--- config.mk ---
export PLATFORM = sky130hd
export DESIGN_NAME = trivium_ctrl_flat
export DESIGN_NICKNAME = d
export VERILOG_FILES = /design/src/rtl/trivium_ctrl_if.sv /design/src/rtl/trivium_ctrl.sv /design/src/flat_wrapper.sv
export SDC_FILE = /design/constraint.sdc
export NUM_CORES = 1
export LEC_CHECK = 0
export CAP_MARGIN = 20
export CORE_AREA = 2 2 131 165
export CTS_CLUSTER_DIAMETER = 80
export CTS_CLUSTER_SIZE = 28
export DETAILED_ROUTE_END_ITERATION = 8
export DIE_AREA = 0 0 133 167
export GPL_ROUTABILITY_DRIVEN = 0
export MAX_ROUTING_LAYER = met4
export PLACE_DENSITY = 0.66
export SETUP_SLACK_MARGIN = 0.1
export SYNTH_ARGS = -nofsm -noshare
export SYNTH_HDL_FRONTEND = slang
export SYNTH_SLANG_ARGS = --single-unit
--- constraint.sdc ---
create_clock -name clk -period 3.5 [get_ports clk]
set_input_delay 0.525 -clock clk [delete_from_list [all_inputs] [get_ports clk]]
set_output_delay 0.525 -clock clk [all_outputs]
set_load 0.02 [all_outputs]
--- src/rtl/trivium_ctrl_if.sv ---
// Byte-wide handshake bundle for trivium_ctrl: key/IV configuration stream in,
// keystream byte stream out.
interface trivium_ctrl_if;
    logic [7:0] cfg_data;
    logic       cfg_valid;
    logic       cfg_ready;
    logic [7:0] ks_data;
    logic       ks_valid;
    logic       ks_ready;

    modport master (
        output cfg_data, cfg_valid, ks_ready,
        input  cfg_ready, ks_data, ks_valid
    );

    modport slave (
        input  cfg_data, cfg_valid, ks_ready,
        output cfg_ready, ks_data, ks_valid
    );
endinterface

--- src/rtl/trivium_ctrl.sv ---
// Sequencer for the trivium keystream core: byte-serial key/IV load, core load,
// 1152-round warm-up, then packing of core keystream bits into a valid/ready byte stream.
module trivium_ctrl #(
    parameter int KEY_BYTES     = 10,
    parameter int IV_BYTES      = 10,
    parameter int WARMUP_CYCLES = 1152,
    parameter int CNT_W         = 11
) (
    input  logic                   clk,
    input  logic                   rst_n,
    trivium_ctrl_if.slave          bus,
    input  logic                   start,
    input  logic                   stop,
    output logic                   core_load,
    output logic [8*KEY_BYTES-1:0] core_key,
    output logic [8*IV_BYTES-1:0]  core_iv,
    output logic                   core_step,
    input  logic                   core_ks,
    output logic                   busy
);

    localparam int CFG_BYTES = KEY_BYTES + IV_BYTES;
    localparam int BC_W      = $clog2(CFG_BYTES);

    typedef enum logic [2:0] {
        S_LOAD,
        S_READY,
        S_INIT,
        S_WARMUP,
        S_GEN
    } state_t;

    state_t            state;
    logic [BC_W-1:0]   byte_cnt;
    logic [CNT_W-1:0]  warm_cnt;
    logic [2:0]        bit_cnt;
    logic [6:0]        collect;
    logic              cfg_xfer;
    logic              stall;

    assign cfg_xfer = bus.cfg_valid & bus.cfg_ready;

    // The last bit of a byte may only be taken once the previous byte has left.
    assign stall     = (bit_cnt == 3'd7) && bus.ks_valid && !bus.ks_ready;
    assign core_step = (state == S_WARMUP) || ((state == S_GEN) && !stall);

    always_ff @(posedge clk or negedge rst_n) begin
        if (!rst_n) begin
            state         <= S_LOAD;
            byte_cnt      <= '0;
            warm_cnt      <= '0;
            bit_cnt       <= 3'd0;
            collect       <= 7'd0;
            core_key      <= '0;
            core_iv       <= '0;
            core_load     <= 1'b0;
            busy          <= 1'b0;
            bus.cfg_ready <= 1'b1;
            bus.ks_data   <= 8'd0;
            bus.ks_valid  <= 1'b0;
        end else begin
            core_load <= 1'b0;
            case (state)
                S_LOAD: begin
                    if (cfg_xfer) begin
                        for (int k = 0; k < KEY_BYTES; k++)
                            if (byte_cnt == BC_W'(k))
                                core_key[8*k +: 8] <= bus.cfg_data;
                        for (int k = 0; k < IV_BYTES; k++)
                            if (byte_cnt == BC_W'(KEY_BYTES + k))
                                core_iv[8*k +: 8] <= bus.cfg_data;
                        if (byte_cnt == BC_W'(CFG_BYTES - 1)) begin
                            byte_cnt <= '0;
                            state    <= S_READY;
                        end else begin
                            byte_cnt <= byte_cnt + BC_W'(1);
                        end
                    end
                end

                // A new cfg byte starts a rekey and takes priority over start.
                S_READY: begin
                    if (cfg_xfer) begin
                        core_key[7:0] <= bus.cfg_data;
                        byte_cnt      <= BC_W'(1);
                        state         <= S_LOAD;
                    end else if (start) begin
                        state         <= S_INIT;
                        core_load     <= 1'b1;
                        busy          <= 1'b1;
                        bus.cfg_ready <= 1'b0;
                    end
                end

                S_INIT: begin
                    if (stop) begin
                        state         <= S_READY;
                        busy          <= 1'b0;
                        bus.cfg_ready <= 1'b1;
                    end else begin
                        warm_cnt <= '0;
                        state    <= S_WARMUP;
                    end
                end

                S_WARMUP: begin
                    if (stop) begin
                        state         <= S_READY;
                        busy          <= 1'b0;
                        bus.cfg_ready <= 1'b1;
                    end else if (warm_cnt == CNT_W'(WARMUP_CYCLES - 1)) begin
                        bit_cnt <= 3'd0;
                        state   <= S_GEN;
                    end else begin
                        warm_cnt <= warm_cnt + CNT_W'(1);
                    end
                end

                // Bits enter at the top of collect so the first bit ends up in ks_data[0].
                S_GEN: begin
                    if (stop) begin
                        state         <= S_READY;
                        busy          <= 1'b0;
                        bus.cfg_ready <= 1'b1;
                        bus.ks_valid  <= 1'b0;
                        bit_cnt       <= 3'd0;
                    end else begin
                        if (core_step) begin
                            collect <= {core_ks, collect[6:1]};
                            bit_cnt <= bit_cnt + 3'd1;
                        end
                        if (core_step && (bit_cnt == 3'd7)) begin
                            bus.ks_data  <= {core_ks, collect};
                            bus.ks_valid <= 1'b1;
                        end else if (bus.ks_valid && bus.ks_ready) begin
                            bus.ks_valid <= 1'b0;
                        end
                    end
                end

                default: state <= S_LOAD;
            endcase
        end
    end

endmodule

--- src/flat_wrapper.sv ---
// flat-port wrapper written by rule: the top's interface ports become plain ports
module trivium_ctrl_flat 
#(
    parameter int KEY_BYTES     = 10,
    parameter int IV_BYTES      = 10,
    parameter int WARMUP_CYCLES = 1152,
    parameter int CNT_W         = 11
)
  (clk, rst_n, start, stop, core_load, core_key, core_iv, core_step, core_ks, busy, bus_cfg_data, bus_cfg_valid, bus_ks_ready, bus_cfg_ready, bus_ks_data, bus_ks_valid);
  trivium_ctrl_if bus_i ();
  input  logic clk;
  input  logic rst_n;
  input  logic start;
  input  logic stop;
  output logic core_load;
  output logic [8*KEY_BYTES-1:0] core_key;
  output logic [8*IV_BYTES-1:0] core_iv;
  output logic core_step;
  input  logic core_ks;
  output logic busy;
  input wire logic [$bits(bus_i.cfg_data)-1:0] bus_cfg_data;
  input wire logic [$bits(bus_i.cfg_valid)-1:0] bus_cfg_valid;
  input wire logic [$bits(bus_i.ks_ready)-1:0] bus_ks_ready;
  output wire logic [$bits(bus_i.cfg_ready)-1:0] bus_cfg_ready;
  output wire logic [$bits(bus_i.ks_data)-1:0] bus_ks_data;
  output wire logic [$bits(bus_i.ks_valid)-1:0] bus_ks_valid;
  assign bus_i.cfg_data = bus_cfg_data;
  assign bus_i.cfg_valid = bus_cfg_valid;
  assign bus_i.ks_ready = bus_ks_ready;
  assign bus_cfg_ready = bus_i.cfg_ready;
  assign bus_ks_data = bus_i.ks_data;
  assign bus_ks_valid = bus_i.ks_valid;
  trivium_ctrl #(.KEY_BYTES(KEY_BYTES), .IV_BYTES(IV_BYTES), .WARMUP_CYCLES(WARMUP_CYCLES), .CNT_W(CNT_W)) u_core (.clk(clk), .rst_n(rst_n), .bus(bus_i), .start(start), .stop(stop), .core_load(core_load), .core_key(core_key), .core_iv(core_iv), .core_step(core_step), .core_ks(core_ks), .busy(busy));
endmodule
==> metrics <==
die width=133 microns; Core Region=20600 sq um; ANT nets after route=0; # nets final=753; first-pass GRT wire length=31570 microns; crit path kind=reg2out; Most used DFF post-synth=dfrtp_1; clk_skew=0.02226 ns; EDFF count, synth=0; Syn Inst Count=553; row cnt=59; initial core utilization=0.3929; Synth Warn #=0; drt total wl=20070 microns; sequential element share of the synthesized area=0.6218; Async SR Flop Fraction=1.000; footprint of the multi-input gates=2922 sq um; crit end category=output pin; Design Power=8.127 mW; largest fanout on the critical path=15; Synth-to-Final Area Change=30.38%; ANT cells=0; Sum Neg Setup Slack=0 ns; Setup Viol. Count Final=0; fin. max-slew vios=0; Startpoint Class=register; initial DRC count=176; P per Cell Area=770.3 nW/um^2; Slew @ Worst Pin=1.071 ns; Setup WS pre-CTS=0.7492 ns; maximum vdd drop=0.5007 mV; Post-Synthesis Net Count=576; clock transition at the registers of the reported paths=0.10 ns; initial antenna violation count=0; CTS resizes=0; share of layout cells above drive strength 1=0.2828; Rel. slew slack=0.2836; CTS root buf=clkbuf_16; drt wl/cell=19.95 microns; routed vias=5122; fin util=0.5122; Detailed Place HPWL=14170 microns; Port Buffers=187; number of global-route vias before repair=5517; die area=22210 sq um; CTS tree=done; post-layout min period=3.093 ns; P_leak=4.844 nW; #FFs+latches synth=201; CTS H-tree depth=1; post-synthesis area per instance=14.63 sq um; final hold vios=0; HP Class=in2async; clock sinks=201; Die Span Y=167 microns; Post-Synthesis Cell Area=8092 sq um; I/O Pins=188; deepest clock path buffer count=3; All-Layer GR Usage=0.1869; largest net degree at the start of global routing=94; filler instances=1755; # DRC=0; Required @ worst endpoint=2.97 ns; Post-CTS Setup Inserts=0; storage element area=5031 sq um; Overflow after GRT=0; DR pass1 iterations=4; worst setup margin=0.4068 ns; worst-skew pair later-pin latency=0.47 ns; FMAX=0.3233 GHz; # Max-Cap Violations=0; post-synth cell types=46; RSZ-0062 raised after global routing=no; Final Cycle Share=0.8838; Hold Buf Count CTS=0; vias per cell=5.091; status=completed; CTS Buf Count=11; arrival time worst endpoint=2.57 ns
-- cell usage in the layout, fill, tap and decap left out, types with 8 or more instances in the layout --
cell type        netlist  final
inv_1                  8      8
nand2_1               29     29
clkbuf_16              0     11
dfrtp_1              200    200
nand2_2                8      8
mux2_2               170    170
a21oi_1               11     11
nor2_1                11     11
ha_1                   8      8
o21ai_0               10     10
clkdlybuf4s50_1        0    186
-- cell usage after synthesis (all sizes together) (2+ instances only) --
master | instances | area [sq um]
dfrtp | 200 | 5005
mux2 | 177 | 1993
nand2 | 37 | 158.9
clkbuf | 20 | 75.07
a21oi | 11 | 55.05
nor2 | 11 | 41.29
o21ai | 11 | 55.05
ha | 8 | 100.1
inv | 8 | 30.03
nor4 | 8 | 113.9
buf | 7 | 33.78
or3 | 6 | 37.54
o31ai | 5 | 37.54
nand3 | 4 | 20.02
a22o | 3 | 26.28
nor2b | 3 | 18.77
nor3 | 3 | 15.01
nor3b | 3 | 22.52
or4 | 3 | 22.52
a211oi | 2 | 15.01
a31oi | 2 | 12.51
nand3b | 2 | 15.01
o22ai | 2 | 12.51
or2 | 2 | 12.52
or3b | 2 | 17.52
-- flip-flops by register name (all words and copies together), names as in the netlist --
register,flops
u_core.core_iv,80
u_core.core_key,80
u_core.warm_cnt,11
u_core.bus.ks_data,8
u_core.collect,7
u_core.byte_cnt,5
u_core.bit_cnt,3
u_core.state,3
u_core.bus.cfg_ready,1
u_core.bus.ks_valid,1
u_core.busy,1
u_core.core_load,1
-- layer usage --
layer / track usage / vias up / wire, microns
met4: 0.03553 / 0 / 257
met3: 0.05419 / 14 / 1408
li1: - / 2327 / -
met2: 0.3179 / 127 / 10270
met1: 0.2226 / 2654 / 8137
met5: - / - / 0
-- path summary, 6_finish.rpt --
path                                              to            startpoint  depth (start not counted)  slack, ns
worst min-delay path             u_core.core_key[40]                 rst_n                          1       0.10
worst min register to register  u_core.bus.cfg_ready  u_core.bus.cfg_ready                          2       0.49
worst max-delay path                       core_step       u_core.state[0]                          5       0.41
min in group clk                u_core.bus.cfg_ready  u_core.bus.cfg_ready                          2       0.49
worst max register to register   u_core.core_key[16]       u_core.state[0]                          4       1.08
max in group asynchronous         u_core.core_iv[52]                 rst_n                          2       2.44
-- per-stage QoR --
stage	cells	instance area, sq um	hold WS (ns)
global route	1006	10550	0.1731
finish	1006	10550	0.1044
detailed placement	991	10240	0.4726
global placement	991	10240	0.4726
floorplan	553	8092	0.2294
CTS	1006	10550	0.1439
-- area by class of cell --
cell class,instances,share of cell area
sequential,201,0.4769
multi-input combinational,317,0.2769
clock buffer,11,0.02609
clock inverter,4,0.002965
tap,274,0.03250
timing repair buffer,191,0.1818
inverter,8,0.002846
-- where the power goes --
part           leakage, nW  internal, mW  switching (mW)  total (mW)
registers             2.68          3.01           0.450        3.46
logic                 2.01          1.68            1.67        3.34
clock network        0.153         0.588           0.735        1.32
total                 4.84          5.27            2.85        8.13
-- worst max-delay path, cell delays in order, from the launching register on --
cell and delay (ns):
dfrtp_1 0.55, or3b_1 0.56, a21oi_1 0.25, inv_1 0.06, nand2_1 0.07, clkdlybuf4s50_1 0.62
-- cells by family (layout without fill, tap and decap cells) --
kind of cell | Yosys count | in the layout | share of synthesized area
AOI/OAI and AO/OA | 41 | 41 | 0.03417
xor gates and xnor gates | 1 | 1 | 0.001083
adders and majority gates | 8 | 8 | 0.01237
buffers and inverters | 35 | 214 | 0.01716
DFF | 201 | 201 | 0.6218
muxes | 177 | 177 | 0.2463
and+or+nand+nor | 90 | 90 | 0.06711
Note: power is estimated with default switching activity, not from simulation.
